File: config.mk
export PLATFORM = sky130hd
export DESIGN_NAME = lfsr_range_sampler
export DESIGN_NICKNAME = d
export VERILOG_FILES = /design/src/rtl/lfsr_range_sampler.sv
export SDC_FILE = /design/constraint.sdc
export NUM_CORES = 1
export LEC_CHECK = 0
export CELL_PAD_IN_SITES_DETAIL_PLACEMENT = 0
export CELL_PAD_IN_SITES_GLOBAL_PLACEMENT = 2
export CORE_MARGIN = 10
export CORE_UTILIZATION = 35
export DETAILED_ROUTE_END_ITERATION = 12
export PLACE_DENSITY = 0.76
export SETUP_SLACK_MARGIN = 0.4
export SYNTH_ARGS = -nofsm -noshare
export SYNTH_HDL_FRONTEND = slang
export SYNTH_SLANG_ARGS = --single-unit
File: constraint.sdc
create_clock -name clk -period 3 [get_ports clk]
set_input_delay 0.6 -clock clk [delete_from_list [all_inputs] [get_ports clk]]
set_output_delay 0.6 -clock clk [all_outputs]
set_load 0.02 [all_outputs]
File: src/rtl/lfsr_range_sampler.sv
// Turns free-running LFSR words into unbiased values in [0, limit) by mask-and-reject sampling,
// buffered in a first-word-fall-through FIFO. Define LFSR_SAMPLER_STATS_EN to add rej_count.
module lfsr_range_sampler #(
  parameter int unsigned IN_W       = 32,
  parameter int unsigned OUT_W      = 16,
  parameter int unsigned FIFO_DEPTH = 4
) (
  input  logic             clk,
  input  logic             rst_n,
  input  logic [IN_W-1:0]  num,
  input  logic             enable,
  input  logic             cfg_load,
  input  logic [OUT_W-1:0] cfg_limit,
  output logic [OUT_W-1:0] out_data,
  output logic             out_valid,
  input  logic             out_ready,
`ifdef LFSR_SAMPLER_STATS_EN
  output logic [15:0]      rej_count,
`endif
  output logic             busy
);

  localparam int unsigned PtrW = $clog2(FIFO_DEPTH);
  localparam int unsigned CntW = PtrW + 1;

  typedef enum logic [1:0] {StIdle, StCfg, StRun} state_e;

  state_e           state_q, state_d;
  logic [OUT_W-1:0] limit_q, mask_q, mask_calc, lim_m1;
  logic [OUT_W-1:0] mem_q [FIFO_DEPTH];
  logic [PtrW-1:0]  wr_ptr_q, rd_ptr_q;
  logic [CntW-1:0]  count_q;
  logic [OUT_W-1:0] last_q;
  logic [OUT_W-1:0] cand;
  logic             sample, in_range, full, push, pop, seen;

  if (IN_W > OUT_W) begin : g_unused_num
    logic unused_num_hi;
    assign unused_num_hi = ^num[IN_W-1:OUT_W];
  end

  always_comb begin
    state_d = state_q;
    if (cfg_load) begin
      state_d = StCfg;
    end else begin
      unique case (state_q)
        StIdle, StCfg, StRun: state_d = enable ? StRun : StIdle;
        default:              state_d = StIdle;
      endcase
    end
  end

  // Smear the highest set bit of limit-1 downwards: limit 0 wraps to all ones, limit 1 gives 0.
  always_comb begin
    lim_m1    = limit_q - 1'b1;
    mask_calc = '0;
    seen      = 1'b0;
    for (int i = OUT_W - 1; i >= 0; i--) begin
      seen         = seen | lim_m1[i];
      mask_calc[i] = seen;
    end
  end

  assign cand      = num[OUT_W-1:0] & mask_q;
  assign sample    = (state_q == StRun) && enable && !cfg_load;
  assign in_range  = (limit_q == '0) || (cand < limit_q);
  assign out_valid = (count_q != '0);
  assign full      = (count_q == CntW'(FIFO_DEPTH));
  assign pop       = out_valid && out_ready && !cfg_load;
  assign push      = sample && in_range && (!full || pop);
  assign out_data  = out_valid ? mem_q[rd_ptr_q] : last_q;
  assign busy      = (state_q != StIdle);

  always_ff @(posedge clk) begin
    if (push) mem_q[wr_ptr_q] <= cand;
  end

  always_ff @(posedge clk or negedge rst_n) begin
    if (!rst_n) begin
      state_q  <= StIdle;
      limit_q  <= '0;
      mask_q   <= '1;
      wr_ptr_q <= '0;
      rd_ptr_q <= '0;
      count_q  <= '0;
      last_q   <= '0;
    end else begin
      state_q <= state_d;
      // Keeps out_data on the last head once the FIFO drains or is flushed.
      last_q  <= out_data;
      if (cfg_load) limit_q <= cfg_limit;
      if (state_q == StCfg) mask_q <= mask_calc;
      if (cfg_load) begin
        wr_ptr_q <= '0;
        rd_ptr_q <= '0;
        count_q  <= '0;
      end else begin
        if (push) wr_ptr_q <= wr_ptr_q + PtrW'(1);
        if (pop) rd_ptr_q <= rd_ptr_q + PtrW'(1);
        count_q <= count_q + CntW'(push) - CntW'(pop);
      end
    end
  end

`ifdef LFSR_SAMPLER_STATS_EN
  logic [15:0] rej_q;

  always_ff @(posedge clk or negedge rst_n) begin
    if (!rst_n) begin
      rej_q <= '0;
    end else if (cfg_load) begin
      rej_q <= '0;
    end else if (sample && !in_range && (rej_q != 16'hFFFF)) begin
      rej_q <= rej_q + 16'd1;
    end
  end

  assign rej_count = rej_q;
`endif

endmodule
==> qor.csv, run 1 <==
metric,value,unit
final wirelength,13700,microns
CTS Buffer Depth,2,
placed cell count,734,
clock skew,6.66,ps
post-synth top area share,34.6,%
crit path max fanout,2,
R2R Setup Slk,30,ps
fraction of layout instances using a drive strength above 1,43.4,%
"commonest non-fill, non-tap cells in the layout","buf_4, edfxtp_1, dfrtp_1",
Vias/cell,4.84,
Filler cells,1349,
Root Buffer,clkbuf_16,
final design utilization,51.5,%
routed vias,3856,
Final Wtd Congestion,0.936,
sequential standard cell area,0.00337,sq mm
WP data required,3290,ps
first-pass GRT wire length,21800,microns
post-synthesis sequential area ratio,60.6,%
dominant synthesized flop cell,edfxtp_1,
CP Capture Type,flop,
Synth area leader,edfxtp_1,
initial antenna violation count,0,
DR iter-0 viols,220,
Finished Layout Cells,797,
crit path kind,in2reg,
Worst R2R Path Depth,13,
period utilization,99.5,%
Mean Syn Cell Area,13.3,sq um
Port-buffer cells,54,
Yosys reg bits,121,
core area,0.0157,sq mm
Layout area overhead,45.6,%
I/O pin count,71,
full die area,0.0213,sq mm
# rows,46,
Yosys cell types,56,
CTS tree,done,
largest net degree at the start of global routing,49,
worst slew pin tran,1180,ps
Leakage,0.00321,uW
Tmin final,2990,ps
nets,644,
relative slew slack,21.3,%
Die Height,146,microns
CP arrival,3280,ps
CTS buffer count,17,
vias in the first global route,3970,
Mapped Area,0.00556,sq mm
TritonRoute pass-1 iters,4,
area occupied by multi-input gates,0.00242,sq mm
antenna cells,0,
reg2reg start,limit_q[7],
number of remaining DRC errors,0,
RSZ-0062 raised after global routing,yes,
status,completed,
H-tree Lvls,4,
count of final hold-check violations,0,
synth top area cells,"edfxtp_1, dfrtp_1, dfstp_2",
DR WL/cell,17.2,microns
"Clk pin slew, worst setup/hold paths",60,ps
crit start category,input pin,
post-synthesis async set-or-reset flop share,47.1,%
FMAX,335,MHz
final count of negative-setup-slack endpoints,0,
die width,146,microns
Post-Syn Nets,493,
global-route usage over all layers,13.2,%
"most common cell after layout, fill and taps aside",buf_4,
gr ovfl total,0,
Hold/Removal Path Class,in2async,
number of flops mapped to enable cells by yosys,64,
Worst-Skew Late Latency,420,ps
DP HPWL,8930,microns
effective utilization at floorplan,35.4,%
Max Transition Viols Final,0,
Max Cap Viol,0,
Final Power,6360,uW
Post-Syn Instances,417,
Pwr per Cell Area,785,mW/mm^2
Worst VDD drop,0.000434,V
setup TNS,0,ps
reg2reg end,count_q[1],
CTS Sinks,121,
# hold bufs at CTS,0,
Ys Warns,0,
hold slack,416,ps
Antenna Violating Nets Remaining,0,
Critical Path Start,cfg_load,
==> layout make-up <==
class                           count  area share, %
Inverter                           22           1.02
Clock inverter                     15           2.47
Clock buffer                       17           5.25
Multi-Input combinational cell    261           29.9
Timing Repair Buffer              145           16.4
Tap cell                          216           3.34
Sequential cell                   121           41.6
==> sequential cells by signal, summed over array words and instances, names as in the netlist <==
name and count:
mem_q 64, last_q 16, limit_q 16, mask_q 16
count_q 3, rd_ptr_q 2, state_q 2, wr_ptr_q 2
==> cell usage after synthesis, types with 4 or more instances <==
cell type / count
dfstp_2: 16
inv_1: 22
clkbuf_1: 13
nor2_1: 29
ha_1: 22
a31oi_1: 8
a21oi_1: 10
nand3_1: 8
edfxtp_1: 64
dfrtp_1: 41
xnor2_1: 9
mux2_2: 16
mux4_2: 16
and3_1: 6
nand2_1: 27
xor2_1: 4
o21ai_0: 23
and2_1: 16
nand4_1: 9
==> critical path: stages <==
cell and delay [ps]:
clkdlybuf4s50_1 410, nand2b_1 170, or4b_2 680, a21o_1 200, nor2_2 120, inv_1 50
ha_1 280, inv_2 70, ha_4 120, inv_2 30, fa_2 530, nor2_2 30
==> routing by layer <==
metal | share of wire, % | vias to the layer above | GRT usage, % | wire length [microns]
met4 | 1.5 | 0 | 4.55 | 207
li1 | - | 1856 | - | -
met5 | 0 | - | 0 | 0
met3 | 4.3 | 13 | 4.02 | 587
met1 | 43 | 1893 | 15.7 | 5950
met2 | 51 | 94 | 22.2 | 6960
==> stage by stage <==
step / setup WS [ps] / instance area [sq um]
finish: 14.4 / 8100
floorplan: -161 / 5600
CTS: -70.7 / 7800
global route: -113 / 8100
global placement: -673 / 6830
detailed placement: -760 / 6830
==> report_power, final <==
part	internal, uW	total (uW)	switching, uW
combinational	1240	2200	967
clock	1390	2150	758
sequential	1940	2010	69.7
==> what timing repair did <==
item,CTS,global route
resized for setup,146,39
endpoints found under the setup margin,84,84
buffers inserted,15,10
pin swaps,10,11
cloned,5,1
==> cell families after synthesis <==
group | Yosys count | synth area share, %
simple gates | 121 | 11.7
flops | 121 | 60.6
compound gates | 67 | 7.74
buf+inv | 40 | 2.88
mux | 32 | 9.72
fa+ha+maj | 23 | 5.31
xor+xnor | 13 | 2.05
==> worst max-delay path by stage <==
stage | endpoint | depth (start not counted)
finish | count_q[1] | 12
global route | count_q[1] | 16
CTS | count_q[1] | 14
detailed placement | count_q[1] | 16
global placement | count_q[1] | 16
floorplan | count_q[1] | 14
Note: power is estimated with default switching activity, not from simulation.
==> run 2, diff against run 1 <==
==> constraint.sdc (replaced) <==
create_clock -name clk -period 3 [get_ports clk]
set_input_delay 0.6 -clock clk [delete_from_list [all_inputs] [get_ports clk]]
set_output_delay 0.6 -clock clk [all_outputs]
set_load 0.05 [all_outputs]
==> run 2 against run 1 <==
Final cell count is 0.88% lower. Routed wire length fell by 6.0%. Clock skew rose by 1.1 ps. Critical path depth unchanged. Global-route usage shrank 0.83 points. Via count down 3.1%. Sequential cell count unchanged.
==> qor.csv, run 2 (synthesis gave the netlist of run 1 again) <==
metric,value,unit,change
status,completed,,unchanged
Max Cap Viol,0,,unchanged
Placed Area,0.00679,sq mm,was 0.00683 sq mm
final design utilization,50.6,%,was 51.5%
Final Power,6820,uW,was 6360 uW
CP arrival,3190,ps,was 3280 ps
final instance area,0.00795,sq mm,was 0.00810 sq mm
Root Buffer,clkbuf_16,,unchanged
clock skew,7.77,ps,was 6.66 ps
gr ovfl total,0,,unchanged
"most common cell after layout, fill and taps aside",buf_4,,unchanged
Die Height,146,microns,unchanged
Final Wtd Congestion,0.874,,was 0.936
Worst VDD drop,0.000563,V,was 0.000434 V
Worst R2R Path Depth,13,,unchanged
final count of negative-setup-slack endpoints,0,,unchanged
crit path kind,in2reg,,unchanged
largest net degree at the start of global routing,42,,was 49
WP data required,3290,ps,about the same
period utilization,96.8,%,was 99.5%
final wirelength,12900,microns,"was 13,700 microns"
global-route usage over all layers,12.3,%,was 13.2%
vias in the first global route,3945,,"was 3,970"
max FFs per register,64,,unchanged
core area,0.0157,sq mm,unchanged
CTS buffer count,17,,unchanged
H-tree Lvls,4,,unchanged
post-route setup slack,97.0,ps,was 14.4 ps
Layout area overhead,42.9,%,was 45.6%
DP HPWL,9110,microns,was 8930 microns
reg2reg start,limit_q[7],,unchanged
antenna cells,0,,unchanged
count of final hold-check violations,0,,unchanged
Crit-path slowest cell,or4b_2,,unchanged
Hold/Removal Path Class,in2async,,unchanged
"Clk pin slew, worst setup/hold paths",60,ps,about the same
effective utilization at floorplan,35.4,%,unchanged
initial antenna violation count,0,,unchanged
Crit path largest cell delay,680,ps,about the same
Leakage,0.00315,uW,was 0.00321 uW
I/O pin count,71,,unchanged
Worst-Skew Late Latency,420,ps,about the same
CP cell instances,"clkdlybuf4s50_1, nand2b_1, or4b_2, a21o_1, nor2_2, inv_2, ha_4, inv_2, ha_4, inv_2, fa_2, nor2_1",,"was clkdlybuf4s50_1, nand2b_1, or4b_2, a21o_1, nor2_2, inv_1, ha_1, inv_2, ha_4, inv_2, fa_2, nor2_2"
Max Transition Viols Final,0,,unchanged
Pwr per Cell Area,858,mW/mm^2,was 785 mW/mm^2
routed vias,3735,,"was 3,856"
CTS tree,done,,unchanged
relative slew slack,56.9,%,was 21.3%
crit path max fanout,2,,unchanged
"commonest non-fill, non-tap cells in the layout","buf_4, edfxtp_1, dfrtp_1",,unchanged
Reg with most FFs,mem_q,,unchanged
Vias/cell,4.73,,was 4.84
reg2reg end,count_q[1],,unchanged
DR iter-0 viols,134,,was 220
CP Capture Type,flop,,unchanged
# hold bufs at CTS,0,,unchanged
Tmin final,2900,ps,was 2990 ps
CP Capture Point,count_q[1],,unchanged
nets,637,,was 644
number of remaining DRC errors,0,,unchanged
first-pass GRT wire length,20800,microns,"was 21,800 microns"
Antenna Violating Nets Remaining,0,,unchanged
RSZ-0062 raised after global routing,yes,,unchanged
CP most frequent cell,inv_2,,
CTS Sinks,121,,unchanged
DR WL/cell,16.3,microns,was 17.2 microns
fraction of layout instances using a drive strength above 1,41.5,%,was 43.4%
CTS Buffer Depth,2,,unchanged
# rows,46,,unchanged
TritonRoute pass-1 iters,4,,unchanged
Port-buffer cells,54,,unchanged
Critical Path Start,cfg_load,,unchanged
FMAX,344,MHz,was 335 MHz
pre-CTS setup slack,-735,ps,was -760 ps
worst slew pin tran,646,ps,was 1180 ps
crit start category,input pin,,unchanged
full die area,0.0213,sq mm,unchanged
R2R Setup Slk,100,ps,was 30 ps
die width,146,microns,unchanged
-- run 2: cell count changes in the layout (fill, tap and decap cells not counted), sizes merged, moves of 2 or more --
cell / before / now
buf: 108 / 102
dlygate4sd2: 7 / 12
dlymetal6s2s: 4 / 0
clkinvlp: 4 / 1
inv: 24 / 26
-- run 2: worst min path at each step --
stage                           from     endpoint  slack (ps)
after detailed placement  mask_q[13]   mask_q[13]         440
after global placement    mask_q[13]   mask_q[13]         440
after CTS                      rst_n  rd_ptr_q[1]         230
after floorplan                rst_n   count_q[0]         300
final                          rst_n  rd_ptr_q[1]         210
after global routing           rst_n  rd_ptr_q[1]         250
-- run 2: repair_timing --
item / CTS / global route
setup buffers: 11 / 7
pin swaps: 13 / 14
gates cloned: 0 / 4
resized for setup: 81 / 10
setup endpoints to repair: 84 / 83
-- run 2: report_power, final --
group	internal, uW	switching (uW)	total, uW
logic	1190	1360	2550
clock network	1490	766	2260
registers	1940	70.2	2010
-- run 2: routing by layer --
layer  vias to the layer above  part of all wire [%]  track usage, %  wire, microns
li1                       1845                     -               -              -
met1                      1808                    43            14.5           5550
met2                        64                    51            20.6           6600
met3                        18                   4.1            4.11            525
met4                         0                   1.6            4.55            202
met5                         -                     0               0              0
-- run 2: cell type report --
cell class / count / area, sq um
multi-input cells: 260 / 2300
well taps: 216 / 270
clock buffers: 17 / 425
flip-flops and latches: 121 / 3370
fillers: 1331 / 7770
inverters: 22 / 82.6
clock inverters: 15 / 239
repair buffers: 139 / 1260
-- run 2: critical path, delay by kind of cell --
kind | cells | cell delay, ps
simple gates | 4 | 1000
compound gates | 1 | 210
fa+ha+maj | 3 | 830
buf+inv | 4 | 550
-- run 2: stage by stage --
stage               hold slack [ps]  cells  setup TNS [ps]
finish                          209    790               0
global route                    251    790            -114
CTS                             235    779           -37.1
detailed placement              442    736          -10890
global placement                445    736           -6860
floorplan                       304    417            -284
==> run 3, diff against run 2 <==
--- a/config.mk
+++ b/config.mk
@@ -10,7 +10,7 @@
 export CORE_MARGIN = 10
 export CORE_UTILIZATION = 35
 export DETAILED_ROUTE_END_ITERATION = 12
-export PLACE_DENSITY = 0.76
+export PLACE_DENSITY_LB_ADDON = 0.1
 export SETUP_SLACK_MARGIN = 0.4
 export SYNTH_ARGS = -nofsm -noshare
 export SYNTH_HDL_FRONTEND = slang
==> run 3 against run 2 <==
The run now ends with negative setup slack left. Utilization decreased by 0.83 points. Via count decreased by 2.1%. Clock skew decreased by 2.8 ps. Sequential cell count unchanged. Worst setup slack got worse by 130 ps. Die area unchanged. Clock power about the same. Critical path type unchanged. Largest cell class unchanged.
==> qor.csv, run 3 (synthesis gave the netlist of run 1 again) <==
metric,value,unit,change
status,"complete, but fails checks",,was completed
violations in the final reports,negative setup slack,,
hold slack,252,ps,was 209 ps
crit path kind,in2reg,,unchanged
DR WL/cell,16.8,microns,was 16.3 microns
Pwr per Cell Area,815,mW/mm^2,was 858 mW/mm^2
Reg with most FFs,mem_q,,unchanged
Max Transition Viols Final,0,,unchanged
DR iter-0 viols,164,,was 134
"Clk pin slew, worst setup/hold paths",60,ps,about the same
Max Cap Viol,0,,unchanged
TritonRoute pass-1 iters,4,,unchanged
largest net degree at the start of global routing,42,,unchanged
Buf/Inv on CP,5,,was 4
pre-CTS setup slack,-739,ps,was -735 ps
max FFs per register,64,,unchanged
RSZ-0062 raised after global routing,yes,,unchanged
post-route setup slack,-35.7,ps,was 97.0 ps
Leakage,0.00308,uW,was 0.00315 uW
I/O pin count,71,,unchanged
Crit path largest cell delay,510,ps,was 680 ps
WP data required,3300,ps,was 3290 ps
R2R Setup Slk,-20,ps,was 100 ps
CP arrival,3330,ps,was 3190 ps
"commonest non-fill, non-tap cells in the layout","buf_4, edfxtp_1, dfrtp_1",,unchanged
full die area,0.0213,sq mm,unchanged
crit start category,input pin,,unchanged
die width,146,microns,unchanged
relative slew slack,48.9,%,was 56.9%
final wirelength,13200,microns,"was 12,900 microns"
count of final hold-check violations,0,,unchanged
Port-buffer cells,54,,unchanged
period utilization,101,%,was 96.8%
Vias/cell,4.66,,was 4.73
initial antenna violation count,0,,unchanged
CTS tree,done,,unchanged
worst slew pin tran,767,ps,was 646 ps
H-tree Lvls,4,,unchanged
DP HPWL,9490,microns,was 9110 microns
Hold/Removal Path Class,in2async,,unchanged
reg2reg start,mask_q[1],,was limit_q[7]
routed vias,3656,,"was 3,735"
Layout area overhead,40.5,%,was 42.9%
clock skew,4.95,ps,was 7.77 ps
fraction of layout instances using a drive strength above 1,40.3,%,was 41.5%
Final Wtd Congestion,0.885,,was 0.874
global-route usage over all layers,12.9,%,was 12.3%
CTS Sinks,121,,unchanged
met1 usage,15.4,%,was 14.5%
Root Buffer,clkbuf_16,,unchanged
met3 usage,3.89,%,was 4.11%
Tmin final,3040,ps,was 2900 ps
GRT Max-Usage Layer,met2,,unchanged
"most common cell after layout, fill and taps aside",buf_4,,unchanged
crit path max fanout,2,,unchanged
reg2reg end,count_q[1],,unchanged
core area,0.0157,sq mm,unchanged
CP cell instances,"clkdlybuf4s50_1, and2_4, ha_1, o21ai_1, a211oi_2, o41ai_2, buf_4, a211oi_4, nor2_2, inv_2, ha_4, inv_4, ha_4, inv_2, fa_2, nor2_1",,"was clkdlybuf4s50_1, nand2b_1, or4b_2, a21o_1, nor2_2, inv_2, ha_4, inv_2, ha_4, inv_2, fa_2, nor2_1"
CP Capture Type,flop,,unchanged
Antenna Violating Nets Remaining,0,,unchanged
Worst R2R Path Depth,15,,was 13
CTS Buffer Depth,2,,unchanged
effective utilization at floorplan,35.4,%,unchanged
CTS buffer count,17,,unchanged
# hold bufs at CTS,0,,unchanged
nets,631,,was 637
Worst-Skew Late Latency,420,ps,about the same
Crit-path slowest cell,fa_2,,was or4b_2
gr ovfl total,0,,unchanged
vias in the first global route,3904,,"was 3,945"
final count of negative-setup-slack endpoints,2,,was 0
antenna cells,0,,unchanged
number of remaining DRC errors,0,,unchanged
first-pass GRT wire length,21100,microns,"was 20,800 microns"
"CP delay by family, top",adder cells,,was simple AND/OR/NAND/NOR gates
Worst VDD drop,0.000636,V,was 0.000563 V
FMAX,329,MHz,was 344 MHz
# rows,46,,unchanged
Die Height,146,microns,unchanged
met2 usage,21.2,%,was 20.6%
## run 3: routing by layer
layer  part of all wire (%)  wire length [microns]
met1                     46                   6020
met5                      0                      0
met4                    1.7                    222
met2                     49                   6500
met3                    3.1                    413
## run 3: how the worst max path moves through the flow
stage,depth (start not counted),slack (ps),endpoint,from
2_1_floorplan,14,-160,count_q[1],limit_q[1]
3_3_place_gp,16,-710,count_q[1],num[1]
3_5_place_dp,16,-740,count_q[1],num[1]
4_1_cts,15,-110,count_q[1],mask_q[1]
5_1_grt,15,-170,count_q[1],mask_q[1]
6_report,16,-40,count_q[1],num[4]
## run 3: worst register-to-register path, cell delays in order, from the launching register on
cell      delay, ps
dfstp_2         530
and2_4          150
ha_4            190
o21a_1          160
o31a_1          130
o41ai_2         340
buf_4           170
a211oi_4         60
nor2_2          150
inv_2            60
ha_4            210
inv_4            50
ha_4            110
inv_2            30
fa_2            510
nor2_1           40
## run 3: cell type report
| type | count | area [sq um] |
|---|---|---|
| Timing Repair Buffer | 136 | 1220 |
| Multi-Input combinational cell | 257 | 2200 |
| Tap cell | 216 | 270 |
| Clock buffer | 19 | 453 |
| Clock inverter | 13 | 215 |
| Sequential cell | 121 | 3370 |
| Fill cell | 1410 | 7900 |
| Inverter | 22 | 85.1 |
## run 3: what timing repair did
item | in CTS | in global routing
gates cloned | 1 | 1
gates resized for setup | 39 | 11
buffers inserted | 12 | 2
setup endpoints to repair | 84 | 83
pin swaps | 17 | 13
## run 3: stage by stage
| step | util (%) | cells | area, sq um | setup TNS [ps] | total power [uW] |
|---|---|---|---|---|---|
| finish | 49.7 | 784 | 7820 | -38.1 | 6370 |
| global route | 49.7 | 784 | 7820 | -296 | 6670 |
| CTS | 49.2 | 781 | 7730 | -201 | 6440 |
| detailed placement | 43.3 | 736 | 6800 | -10940 | 4080 |
| global placement | 43.3 | 736 | 6800 | -9890 | 4050 |
| floorplan | - | 417 | 5600 | -284 | 3410 |
## run 3: power breakdown
part           switching (uW)  internal, uW  total (uW)
Combinational            1260           812        2070
Clock                     766          1530        2290
Sequential               67.7          1940        2000
